$ cat src/rtl/exu_oitf.sv
`default_nettype none
// ============================================================================
// Module   : exu_oitf
// Brief    : Outstanding Instruction Track FIFO. Tags long-pipe instructions
//            at dispatch, flags RAW/WAW hazards, frees entries in order.
// Revision : 1.0
// ============================================================================
module exu_oitf #(
    parameter int OITF_DEPTH  = 4,
    parameter int ITAG_WIDTH  = 2,
    parameter int RFIDX_WIDTH = 5
) (
    input  logic                   clk,
    input  logic                   rst,
    input  logic                   disp_oitf_ena,
    output logic                   disp_oitf_ready,
    output logic [ITAG_WIDTH-1:0]  disp_oitf_ptr,
    input  logic                   disp_oitf_rs1en,
    input  logic                   disp_oitf_rs2en,
    input  logic                   disp_oitf_rdwen,
    input  logic [RFIDX_WIDTH-1:0] disp_oitf_rs1idx,
    input  logic [RFIDX_WIDTH-1:0] disp_oitf_rs2idx,
    input  logic [RFIDX_WIDTH-1:0] disp_oitf_rdidx,
    output logic                   oitfrd_match_disprs1,
    output logic                   oitfrd_match_disprs2,
    output logic                   oitfrd_match_disprd,
    output logic                   oitf_empty,
    input  logic                   oitf_ret_ena,
    output logic [ITAG_WIDTH-1:0]  oitf_ret_ptr,
    output logic                   oitf_ret_rdwen,
    output logic [RFIDX_WIDTH-1:0] oitf_ret_rdidx
);

    localparam logic [ITAG_WIDTH:0]  c_CNT_ONE  = {{ITAG_WIDTH{1'b0}}, 1'b1};
    localparam logic [RFIDX_WIDTH-1:0] c_X0     = '0;

    // Counters carry the wrap flag in their MSB; depth is a power of two,
    // so a plain increment wraps the index and toggles the flag together.
    logic [ITAG_WIDTH:0]    r_alloc_cnt;
    logic [ITAG_WIDTH:0]    r_ret_cnt;
    logic [OITF_DEPTH-1:0]  r_vld;
    logic [OITF_DEPTH-1:0]  r_rdwen;
    logic [RFIDX_WIDTH-1:0] r_rdidx [OITF_DEPTH];

    logic [ITAG_WIDTH-1:0]  w_alloc_ptr;
    logic [ITAG_WIDTH-1:0]  w_ret_ptr;
    logic                   w_ptr_eq;
    logic                   w_full;
    logic                   w_empty;
    logic                   w_alloc;
    logic                   w_ret;
    logic [OITF_DEPTH-1:0]  w_hit_rs1;
    logic [OITF_DEPTH-1:0]  w_hit_rs2;
    logic [OITF_DEPTH-1:0]  w_hit_rd;

    assign w_alloc_ptr = r_alloc_cnt[ITAG_WIDTH-1:0];
    assign w_ret_ptr   = r_ret_cnt[ITAG_WIDTH-1:0];
    assign w_ptr_eq    = (w_alloc_ptr == w_ret_ptr);
    assign w_empty     = w_ptr_eq & (r_alloc_cnt[ITAG_WIDTH] == r_ret_cnt[ITAG_WIDTH]);
    assign w_full      = w_ptr_eq & (r_alloc_cnt[ITAG_WIDTH] != r_ret_cnt[ITAG_WIDTH]);
    assign w_alloc     = disp_oitf_ena & ~w_full;
    assign w_ret       = oitf_ret_ena & ~w_empty;

    always_ff @(posedge clk) begin
        if (rst) begin
            r_alloc_cnt <= '0;
            r_ret_cnt   <= '0;
        end else begin
            if (w_alloc) begin
                r_alloc_cnt <= r_alloc_cnt + c_CNT_ONE;
            end
            if (w_ret) begin
                r_ret_cnt <= r_ret_cnt + c_CNT_ONE;
            end
        end
    end

    // Alloc and retire can never target the same slot: that needs equal
    // pointers, which means either full (no alloc) or empty (no retire).
    always_ff @(posedge clk) begin
        if (rst) begin
            r_vld   <= '0;
            r_rdwen <= '0;
            for (int i = 0; i < OITF_DEPTH; i++) begin
                r_rdidx[i] <= '0;
            end
        end else begin
            if (w_ret) begin
                r_vld[w_ret_ptr] <= 1'b0;
            end
            if (w_alloc) begin
                r_vld[w_alloc_ptr]   <= 1'b1;
                r_rdwen[w_alloc_ptr] <= disp_oitf_rdwen;
                r_rdidx[w_alloc_ptr] <= disp_oitf_rdidx;
            end
        end
    end

    generate
        for (genvar gi = 0; gi < OITF_DEPTH; gi++) begin : g_hit
            assign w_hit_rs1[gi] = r_vld[gi] & r_rdwen[gi] & (r_rdidx[gi] == disp_oitf_rs1idx);
            assign w_hit_rs2[gi] = r_vld[gi] & r_rdwen[gi] & (r_rdidx[gi] == disp_oitf_rs2idx);
            assign w_hit_rd[gi]  = r_vld[gi] & r_rdwen[gi] & (r_rdidx[gi] == disp_oitf_rdidx);
        end
    endgenerate

    // x0 is hardwired zero, so it never carries a dependency.
    assign oitfrd_match_disprs1 = disp_oitf_rs1en & (disp_oitf_rs1idx != c_X0) & (|w_hit_rs1);
    assign oitfrd_match_disprs2 = disp_oitf_rs2en & (disp_oitf_rs2idx != c_X0) & (|w_hit_rs2);
    assign oitfrd_match_disprd  = disp_oitf_rdwen & (disp_oitf_rdidx  != c_X0) & (|w_hit_rd);

    assign disp_oitf_ready = ~w_full;
    assign disp_oitf_ptr   = w_alloc_ptr;
    assign oitf_empty      = w_empty;
    assign oitf_ret_ptr    = w_ret_ptr;
    assign oitf_ret_rdwen  = r_vld[w_ret_ptr] & r_rdwen[w_ret_ptr];
    assign oitf_ret_rdidx  = r_rdidx[w_ret_ptr] & {RFIDX_WIDTH{r_vld[w_ret_ptr]}};

endmodule
`default_nettype wire

$ cat config.mk
export PLATFORM = sky130hd
export DESIGN_NAME = exu_oitf
export DESIGN_NICKNAME = d
export VERILOG_FILES = /design/src/rtl/exu_oitf.sv
export SDC_FILE = /design/constraint.sdc
export NUM_CORES = 1
export LEC_CHECK = 0
export BUFFER_PORTS_ARGS = -buffer_cell sky130_fd_sc_hd__buf_2
export CAP_MARGIN = 10
export CORE_MARGIN = 1.5
export CORE_UTILIZATION = 45
export CTS_CLUSTER_SIZE = 16
export DETAILED_ROUTE_END_ITERATION = 12
export PLACE_DENSITY = 0.65
export SLEW_MARGIN = 0
export SYNTH_ARGS = -nofsm -noshare
export SYNTH_HDL_FRONTEND = slang
export SYNTH_SLANG_ARGS = --single-unit
export TNS_END_PERCENT = 20
$ cat constraint.sdc
create_clock -name clk -period 5 [get_ports clk]
set_input_delay 0.75 -clock clk [delete_from_list [all_inputs] [get_ports clk]]
set_output_delay 0.75 -clock clk [all_outputs]
set_load 0.03 [all_outputs]
==> flow_metrics.env <==
export IMPL_start_kind="input port"
export IMPL_die_w_microns=79.7
export IMPL_rr_startpoint="r_alloc_cnt[0]"
export IMPL_port_buffers=36
export IMPL_nNetsFinal=303
export IMPL_numCtsBuffers=5
export IMPL_wl_met3_microns=275
export IMPL_io_pins=37
export IMPL_antenna_found_initial=0
export IMPL_drt_iter0_markers=157
export IMPL_cts_tree="done"
export IMPL_drt_total_wl_mm=6.11
export IMPL_power_w=0.000849
export IMPL_postRouteAntennaNets=0
export IMPL_num_vias=1860
export IMPL_dp_hpwl_mm=4.63
export IMPL_drive_above_1_share=0.288
export IMPL_clk_pin_slew_ps=70
export IMPL_critical_path_peak_fanout=5
export IMPL_grt_max_degree=24
export IMPL_grt_ovfl_total=0
export IMPL_drtPass1Iterations=4
export IMPL_clockRootBuffer="clkbuf_8"
export IMPL_setup_worst_path_start="disp_oitf_rs2idx[3]"
export IMPL_cts_setup_buffers=0
export IMPL_fillers=523
export IMPL_post_drt_wl_per_cell_microns=17.7
export IMPL_finClkSkew_ps=7.31
export IMPL_hold_path_startpoint="r_alloc_cnt[2]"
export IMPL_dieArea_sq_um=6340
export IMPL_power_leakage_nw=1.18
export IMPL_finalSetupViolCount=0
export IMPL_ys_flop_type="edfxtp_1"
export IMPL_syn_area_sq_um=2640
export IMPL_rsz0062_at_grt="false"
export IMPL_ctsHoldBuffers=0
export IMPL_cts_resized=0
export IMPL_crit_path_top_delay_cell="nor4_1"
export IMPL_antenna_diode_count=0
export IMPL_place_congestion=0.870
export IMPL_avgSynthCellArea_sq_um=10.4
export IMPL_cp_cell_sequence="buf_2 > xor2_1 > nor4_1 > nand4_1 > nand4_1 > o311a_1 > buf_2"
export IMPL_die_h_microns=79.7
export IMPL_path_class="in2out"
export IMPL_grt_pass1_wl_mm=9.58
export IMPL_p_per_area_nw_per_um2=292
export IMPL_min_period_ps=2790
export IMPL_drv_cap=0
export IMPL_drc=0
export IMPL_ys_seq_area_frac=0.348
export IMPL_rows=27
export IMPL_hold_violations=0
export IMPL_crit_path_max_incr_delay_ps=360
export IMPL_slew_viol_final=0
export IMPL_timing_final_crit_share=0.558
export IMPL_cp_end_kind="output pin"
export IMPL_max_slew_margin=0.649
export IMPL_outcome="finished clean"
export IMPL_yosys_warnings=0
export IMPL_hold_class="reg2reg"
export IMPL_met2_length_mm=2.91
export IMPL_arrival_ps=2040
export IMPL_ys_seq_elements=36
export IMPL_clk_latency_ps=290
export IMPL_htreeDepth=2
export IMPL_synth_edf_count=20
export IMPL_synth_nets=284
export IMPL_clock_path_buffers=2
export IMPL_grt_pass1_vias=1724
export IMPL_required_ps=4250
export IMPL_highest_layer="met4"
export IMPL_start_util=0.474
export IMPL_cts_sinks=36
export IMPL_tns_ps=0
export IMPL_syn_instance_count=254
export IMPL_drt_met1_wl_mm=2.86
export IMPL_vias_per_cell=5.38
export IMPL_track_usage=0.206
export IMPL_coreArea_sq_um=5570
export IMPL_synthToLayoutAreaGrowth_pct=10.2
export IMPL_ir_drop_mv=0.131
export IMPL_ys_types=32
export IMPL_fmax_ghz=0.358
export IMPL_async_flop_share=0
export IMPL_worst_pin_slew_ps=526
[layout by cell type, fill, tap and decap left out, types with 2 or more instances in the layout]
| cell type | count |
|---|---|
| nor4_1 | 12 |
| edfxtp_1 | 20 |
| dfxtp_1 | 16 |
| xnor2_2 | 2 |
| and2_1 | 16 |
| or3_1 | 3 |
| xor2_1 | 49 |
| xnor2_1 | 16 |
| buf_2 | 36 |
| nand2_1 | 5 |
| clkbuf_8 | 5 |
| nor2_1 | 16 |
| inv_1 | 5 |
| and2_2 | 11 |
| nand4_1 | 15 |
| ha_1 | 8 |
| and3_2 | 5 |
| a21oi_1 | 6 |
| mux4_2 | 7 |
| or2_2 | 2 |
| o311a_1 | 3 |
| nor4_4 | 3 |
| mux2i_1 | 4 |
[cells by family after synthesis]
| group | synth area share |
|---|---|
| buffers and inverters | 0.0478 |
| XOR/XNOR | 0.228 |
| multiplexers | 0.0748 |
| AO/OA/AOI/OAI | 0.0341 |
| flip-flops | 0.348 |
| adder cells (fa/ha/maj) | 0.0379 |
| AND/OR/NAND/NOR | 0.230 |
[per-layer routing]
layer  vias up  global-route usage
li1        914                   -
met1       883               0.288
met2        56               0.331
met3         7              0.0274
met4         0              0.0614
met5         -                   0
[synthesized netlist by cell type (all sizes together), types with 4 or more instances]
library cell	number	area, sq um
xor2	49	429
and2	27	183
edfxtp	20	601
xnor2	18	173
clkbuf	16	61.3
dfxtp	16	320
nor2	16	60.1
nand4	15	93.8
nor4	15	139
buf	8	46.3
ha	8	100
mux4	7	158
nand2	7	36.3
a21oi	6	30.0
and3	5	37.5
inv	5	18.8
mux2i	4	40.0
[final timing paths]
path | to | slack (ps) | cells past startpoint
max | oitfrd_match_disprs2 | 2210 | 7
max reg2reg | r_rdidx[1][3] | 3050 | 5
min | r_alloc_cnt[2] | 550 | 2
min reg2reg | r_alloc_cnt[2] | 550 | 2
[power breakdown]
part           internal, W  switching (W)  leakage [nW]
clock             0.000133       0.000105        0.0568
combinational     0.000102       0.000118         0.787
sequential        0.000337      0.0000540         0.338
total             0.000572       0.000277          1.18
[metrics by stage]
| step | utilization | cells | setup WS [ps] | hold WS [ps] | cell area (sq um) |
|---|---|---|---|---|---|
| 2_1_floorplan | - | 254 | 2330 | 500 | 2640 |
| 3_3_place_gp | 0.503 | 338 | 2260 | 521 | 2810 |
| 3_5_place_dp | 0.503 | 338 | 2250 | 532 | 2810 |
| 4_1_cts | 0.523 | 346 | 2200 | 554 | 2910 |
| 5_1_grt | 0.523 | 346 | 2150 | 583 | 2910 |
| 6_report | 0.523 | 346 | 2210 | 551 | 2910 |
[state kept, by name, indices dropped and copies added, names as in the netlist, named ones only]
register and flops:
r_rdidx 20, r_rdwen 4, r_vld 4, r_alloc_cnt 3, r_ret_cnt 3
[cell type report]
cell class | instances | area (sq um) | share of cell area
Tap cell | 72 | 90.1 | 0.0309
Timing Repair Buffer | 36 | 180 | 0.0619
Sequential cell | 36 | 921 | 0.316
Inverter | 5 | 18.8 | 0.00644
Clock buffer | 7 | 101 | 0.0348
Clock inverter | 1 | 5.00 | 0.00172
Multi-Input combinational cell | 189 | 1600 | 0.548
[worst max-delay path: cells and delay by family]
family          cells  cell delay (ps)
compound gates      1              160
xor+xnor            1              160
buf+inv             2              320
simple gates        3              640
Note: power is estimated with default switching activity, not from simulation.
